## config.mk

```make
export PLATFORM = sky130hd
export DESIGN_NAME = uart_rx
export DESIGN_NICKNAME = d
export VERILOG_FILES = /design/src/rtl/uart_rx.sv
export SDC_FILE = /design/constraint.sdc
export NUM_CORES = 1
export LEC_CHECK = 0
export ABC_CLOCK_PERIOD_IN_PS = 3600
export BUFFER_PORTS_ARGS = -buffer_cell sky130_fd_sc_hd__buf_2
export CORE_ASPECT_RATIO = 1.2
export CORE_MARGIN = 3
export CORE_UTILIZATION = 45
export CTS_CLUSTER_DIAMETER = 60
export DETAILED_ROUTE_END_ITERATION = 8
export PLACE_DENSITY = 0.73
export SLEW_MARGIN = 10
export SYNTH_ARGS = -nofsm -noshare
export SYNTH_HDL_FRONTEND = slang
export SYNTH_SLANG_ARGS = --single-unit
```

## constraint.sdc

```tcl
create_clock -name clk -period 3.6 [get_ports clk]
set_input_delay 0 -clock clk [delete_from_list [all_inputs] [get_ports clk]]
set_output_delay 0 -clock clk [all_outputs]
set_load 0.03 [all_outputs]
```

## src/rtl/uart_rx.sv

```systemverilog
// 8N1 UART receiver: 2-flop input synchronizer, falling-edge start detection,
// mid-bit sampling, one-cycle valid / frame_err strobes.
module uart_rx #(
  parameter int SYSTEM_CLOCK = 32000000,
  parameter int BAUD_RATE    = 9600
) (
  input  logic       clk,
  input  logic       rst,
  input  logic       din,
  output logic [7:0] data_out,
  output logic       valid,
  output logic       frame_err,
  output logic       busy,
  output logic [1:0] state_out_dbg
);

  localparam int CLKS_PER_BIT = SYSTEM_CLOCK / BAUD_RATE;
  localparam int HALF_BIT     = CLKS_PER_BIT / 2;
  localparam int CW           = $clog2(CLKS_PER_BIT);
  localparam logic [CW-1:0] CNT_HALF = CW'(HALF_BIT - 1);
  localparam logic [CW-1:0] CNT_FULL = CW'(CLKS_PER_BIT - 1);

  typedef enum logic [1:0] {
    IDLE  = 2'd0,
    START = 2'd1,
    DATA  = 2'd2,
    STOP  = 2'd3
  } state_t;

  state_t          r_state;
  state_t          w_next_state;
  logic            r_sync1;
  logic            r_rxd_s;
  logic            r_rxd_q;
  logic [CW-1:0]   r_cnt;
  logic [2:0]      r_idx;
  logic [7:0]      r_shift;
  logic [7:0]      r_data;
  logic            r_valid;
  logic            r_ferr;

  logic            w_fall;
  logic            w_half_hit;
  logic            w_full_hit;
  logic            w_cnt_clr;
  logic            w_idx_clr;
  logic            w_shift_en;
  logic            w_good;
  logic            w_bad;

  assign w_fall     = r_rxd_q & ~r_rxd_s;
  assign w_half_hit = (r_cnt == CNT_HALF);
  assign w_full_hit = (r_cnt == CNT_FULL);

  // Synchronizer and edge-detect flops; reset to the idle-high line level.
  always_ff @(posedge clk or posedge rst) begin
    if (rst) begin
      r_sync1 <= 1'b1;
      r_rxd_s <= 1'b1;
      r_rxd_q <= 1'b1;
    end else begin
      r_sync1 <= din;
      r_rxd_s <= r_sync1;
      r_rxd_q <= r_rxd_s;
    end
  end

  // State register.
  always_ff @(posedge clk or posedge rst) begin
    if (rst) begin
      r_state <= IDLE;
    end else begin
      r_state <= w_next_state;
    end
  end

  // Next-state logic; a line held low in IDLE never retriggers (edge only).
  always_comb begin
    w_next_state = r_state;
    case (r_state)
      IDLE: begin
        if (w_fall) w_next_state = START;
        else        w_next_state = IDLE;
      end
      START: begin
        if (w_half_hit) w_next_state = r_rxd_s ? IDLE : DATA;
        else            w_next_state = START;
      end
      DATA: begin
        if (w_full_hit && (r_idx == 3'd7)) w_next_state = STOP;
        else                               w_next_state = DATA;
      end
      STOP: begin
        if (w_full_hit) w_next_state = IDLE;
        else            w_next_state = STOP;
      end
      default: w_next_state = IDLE;
    endcase
  end

  // Per-state datapath controls.
  always_comb begin
    w_cnt_clr  = 1'b0;
    w_idx_clr  = 1'b0;
    w_shift_en = 1'b0;
    w_good     = 1'b0;
    w_bad      = 1'b0;
    case (r_state)
      IDLE: begin
        w_cnt_clr = 1'b1;
      end
      START: begin
        w_cnt_clr = w_half_hit;
        w_idx_clr = w_half_hit;
      end
      DATA: begin
        w_cnt_clr  = w_full_hit;
        w_shift_en = w_full_hit;
      end
      STOP: begin
        w_cnt_clr = w_full_hit;
        w_good    = w_full_hit & r_rxd_s;
        w_bad     = w_full_hit & ~r_rxd_s;
      end
      default: begin
        w_cnt_clr = 1'b1;
      end
    endcase
  end

  // Bit-timing counter, bit index and LSB-first shift register.
  always_ff @(posedge clk or posedge rst) begin
    if (rst) begin
      r_cnt   <= '0;
      r_idx   <= 3'd0;
      r_shift <= 8'h00;
    end else begin
      r_cnt <= w_cnt_clr ? '0 : (r_cnt + CW'(1));
      if (w_idx_clr) begin
        r_idx <= 3'd0;
      end else if (w_shift_en) begin
        r_idx <= r_idx + 3'd1;
      end else begin
        r_idx <= r_idx;
      end
      if (w_shift_en) begin
        r_shift[r_idx] <= r_rxd_s;
      end else begin
        r_shift <= r_shift;
      end
    end
  end

  // Registered result strobes; data_out only moves on a good stop bit.
  always_ff @(posedge clk or posedge rst) begin
    if (rst) begin
      r_data  <= 8'h00;
      r_valid <= 1'b0;
      r_ferr  <= 1'b0;
    end else begin
      r_valid <= w_good;
      r_ferr  <= w_bad;
      if (w_good) r_data <= r_shift;
      else        r_data <= r_data;
    end
  end

  assign data_out      = r_data;
  assign valid         = r_valid;
  assign frame_err     = r_ferr;
  assign busy          = (r_state != IDLE);
  assign state_out_dbg = r_state;

endmodule
```

==> results_dict.tcl <==
set metrics [dict create \
    setup_tns_ns 0 \
    drive_gt1_share_pct 29.4 \
    clkSinkCount 38 \
    wl_met1_um 1250 \
    swShare_pct 25.3 \
    cts_tree "done" \
    period_minus_slack_ns 2.29 \
    synthTopCellsByArea "dfrtp_1 (48%), mux2_4 (6.6%), dfstp_2 (4.4%)" \
    synthTopCellsByCount "dfrtp_1 (35), nor2_1 (18), mux2_4 (8), nand3_1 (8), mux2_2 (7)" \
    grt_pass1_vias 1198 \
    cts_setup_buffers 0 \
    path_clk_slew_ns 0.07 \
    cp.arrival_ns 2.44 \
    yosysWarnings 0 \
    worstRegToRegCells 4 \
    hold_depth 2 \
    hold_violations 0 \
    whs_ns 0.355 \
    yosys_register_bits 38 \
    r2r-start "r_cnt[3]$_DFF_PP0_" \
    worst_hold_path_type "input pin to flop" \
    critPathLaunchType "flop" \
    die_area_um2 4820 \
    die_w_um 63.9 \
    wl_met3_um 110 \
    intPower_w 0.000820 \
    grt_first_pass_wirelength_um 5360 \
    vias 1168 \
    synth_most_common_cell "dfrtp_1" \
    p_leak_nw 1.00 \
    drt-pass1-iter-count 4 \
    drtAntennaViolNets 0 \
    drv_slew 0 \
    antenna_found_initial 0 \
    dpl_worst_slack_ns 1.32 \
    yosysTopAreaCell "dfrtp_1" \
    port_buffers 15 \
    place_hpwl_um 2060 \
    crit_fanout 12 \
    pwr-share-comb_pct 13.5 \
    routed.top_layer "met4" \
    netlist_instances 149 \
    rows 24 \
    ioPinCount 16 \
    p_seq_share_pct 46.4 \
    gp_congestion 0.838 \
    worst_setup_path_end_kind "flop" \
    netlist.area_leader.share_pct 48.4 \
    synth_area_um2 1810 \
    drt-total-wl_um 2940 \
    grt_max_degree 39 \
    slew_headroom_pct 65.2 \
    post_drt_wl_per_cell_um 13.2 \
    grt_util_all_layers_pct 14.4 \
    tightestPinTransition_ns 0.523 \
    synth_ff_type "dfrtp_1" \
    seq_area_frac_synth_pct 52.7 \
    setup_slack_ns 1.31 \
    ir_drop_v 0.000454 \
    holdPathEnd "r_sync1$_DFF_PP1_" \
    drc 0 \
    area.growth.synth_to_final_pct 15.3 \
    clock_skew_ns 0.00580 \
    die_h_um 75.5 \
    max_freq_mhz 436 \
    initial_core_util_pct 48.2 \
    synth_area_per_cell_um2 12.2 \
    min_from "din" \
    nets 177 \
    cellPowerDensity_nw_per_um2 526 \
    max_cap_violations 0 \
    p_sw_w 0.000278 \
    cts.repair.resized 0 \
    outcome "completed" \
    yosysUniqueCellTypes 36 \
    criticalPathCategory "flop to flop" \
    finalSetupViolCount 0 \
    core_um2 3750 \
    grt_overflow_total 0 \
    async_flop_share_pct 100 \
    cp.required_ns 3.75 \
    cts-root-buf "clkbuf_8" \
    timing.rr.end "r_cnt[7]$_DFF_PP0_" \
    rsz0062_at_grt "false" \
    clockBufferDepth 2 \
    synth_nets 157 \
    clkPwrFrac_pct 40.1 \
    cts_buffers 5 \
    insertion_delay_ns 0.29 \
    synth_edf_count 0 \
    dp.cells 212 \
    instances_no_fill 222 \
    vias_per_cell 5.26 \
    antennaDiodeCount 0 \
    finalCritPeriodShare_pct 63.7 \
    r2r_slack_ns 1.31 \
    h-tree-depth 2 \
    drt_iter0_drc 41 \
    dr_wl_met2_um 1530 \
]
-- sequential cells by signal (all words and copies together) (netlist names) --
register and cells:
data_out 8, r_sync1 1, state_out_dbg 2, r_rxd_s 1
r_shift 8, r_rxd_q 1, valid 1, r_idx 3
frame_err 1, r_cnt 12
-- placed cells by master, fill, tap and decap left out, types with 3 or more instances in the layout --
cell type / n
mux2_4: 8
buf_2: 15
nor2_1: 18
xor2_1: 6
ha_1: 5
nand2_1: 5
nand4b_1: 4
nand3b_1: 3
nand4_1: 6
clkbuf_8: 6
nand3_1: 8
dfstp_2: 3
inv_1: 4
xnor2_1: 5
dfrtp_1: 35
mux2_2: 7
-- timing repair --
action / in CTS / in global routing
hold buffers: 2 / 0
setup endpoints to repair: 0 / 0
hold endpoints to repair: 36 / 0
-- cells by family (layout without fill, tap and decap cells) --
group	after synthesis	after routing	synth area share (%)
buffers and inverters	10	31	3.11
adder cells (fa/ha/maj)	5	5	3.46
flip-flops	38	38	52.7
AO/OA/AOI/OAI	3	3	1.17
multiplexers	18	18	12.7
XOR/XNOR	11	11	5.32
AND/OR/NAND/NOR	64	64	21.5
-- routing by layer --
metal / vias to the layer above / GRT usage, %
met1: 578 / 16.1
met3: 5 / 4.42
met5: - / 0
met2: 20 / 25.6
li1: 565 / -
met4: 0 / 6.24
-- worst max path at each step --
stage	start	endpoint	cells past startpoint
final	r_cnt[3]$_DFF_PP0_	r_cnt[7]$_DFF_PP0_	4
after global routing	r_cnt[3]$_DFF_PP0_	r_cnt[8]$_DFF_PP0_	4
after CTS	r_cnt[3]$_DFF_PP0_	r_cnt[9]$_DFF_PP0_	4
after detailed placement	r_cnt[3]$_DFF_PP0_	r_cnt[9]$_DFF_PP0_	4
after global placement	r_cnt[3]$_DFF_PP0_	data_out[2]$_DFFE_PP0P_	4
after floorplan	r_cnt[3]$_DFF_PP0_	data_out[0]$_DFFE_PP0P_	5
-- metrics by stage --
stage	cell area (um^2)	util, %	total power (W)
6_report	2090	55.6	0.00110
5_1_grt	2090	55.6	0.00117
4_1_cts	2090	55.6	0.00111
3_5_place_dp	1920	51.3	0.000664
3_3_place_gp	1920	51.3	0.000654
2_1_floorplan	1810	-	0.000631
-- cell type report --
| type | instances | area (um^2) |
|---|---|---|
| Clock buffer | 6 | 82.6 |
| Clock inverter | 2 | 60.1 |
| Fill cell | 333 | 1670 |
| Inverter | 4 | 15.0 |
| Multi-Input combinational cell | 101 | 800 |
| Sequential cell | 38 | 955 |
| Tap cell | 52 | 65.1 |
| Timing Repair Buffer | 19 | 110 |
-- worst max-delay path, cell delays in order (launching register included) --
cell and delay, ns:
dfrtp_1 0.45, or4_4 0.56, or3_1 0.54, a21oi_2 0.49
nor2_1 0.11
-- power by group through the flow --
stage / sequential [W] / combinational, W / clock [W]
5_1_grt: 0.000515 / 0.000174 / 0.000477
4_1_cts: 0.000507 / 0.000152 / 0.000454
3_5_place_dp: 0.000515 / 0.000149 / 0
6_report: 0.000509 / 0.000149 / 0.000440
2_1_floorplan: 0.000500 / 0.000131 / 0
3_3_place_gp: 0.000512 / 0.000142 / 0
Power figures use the tool's default switching activity.
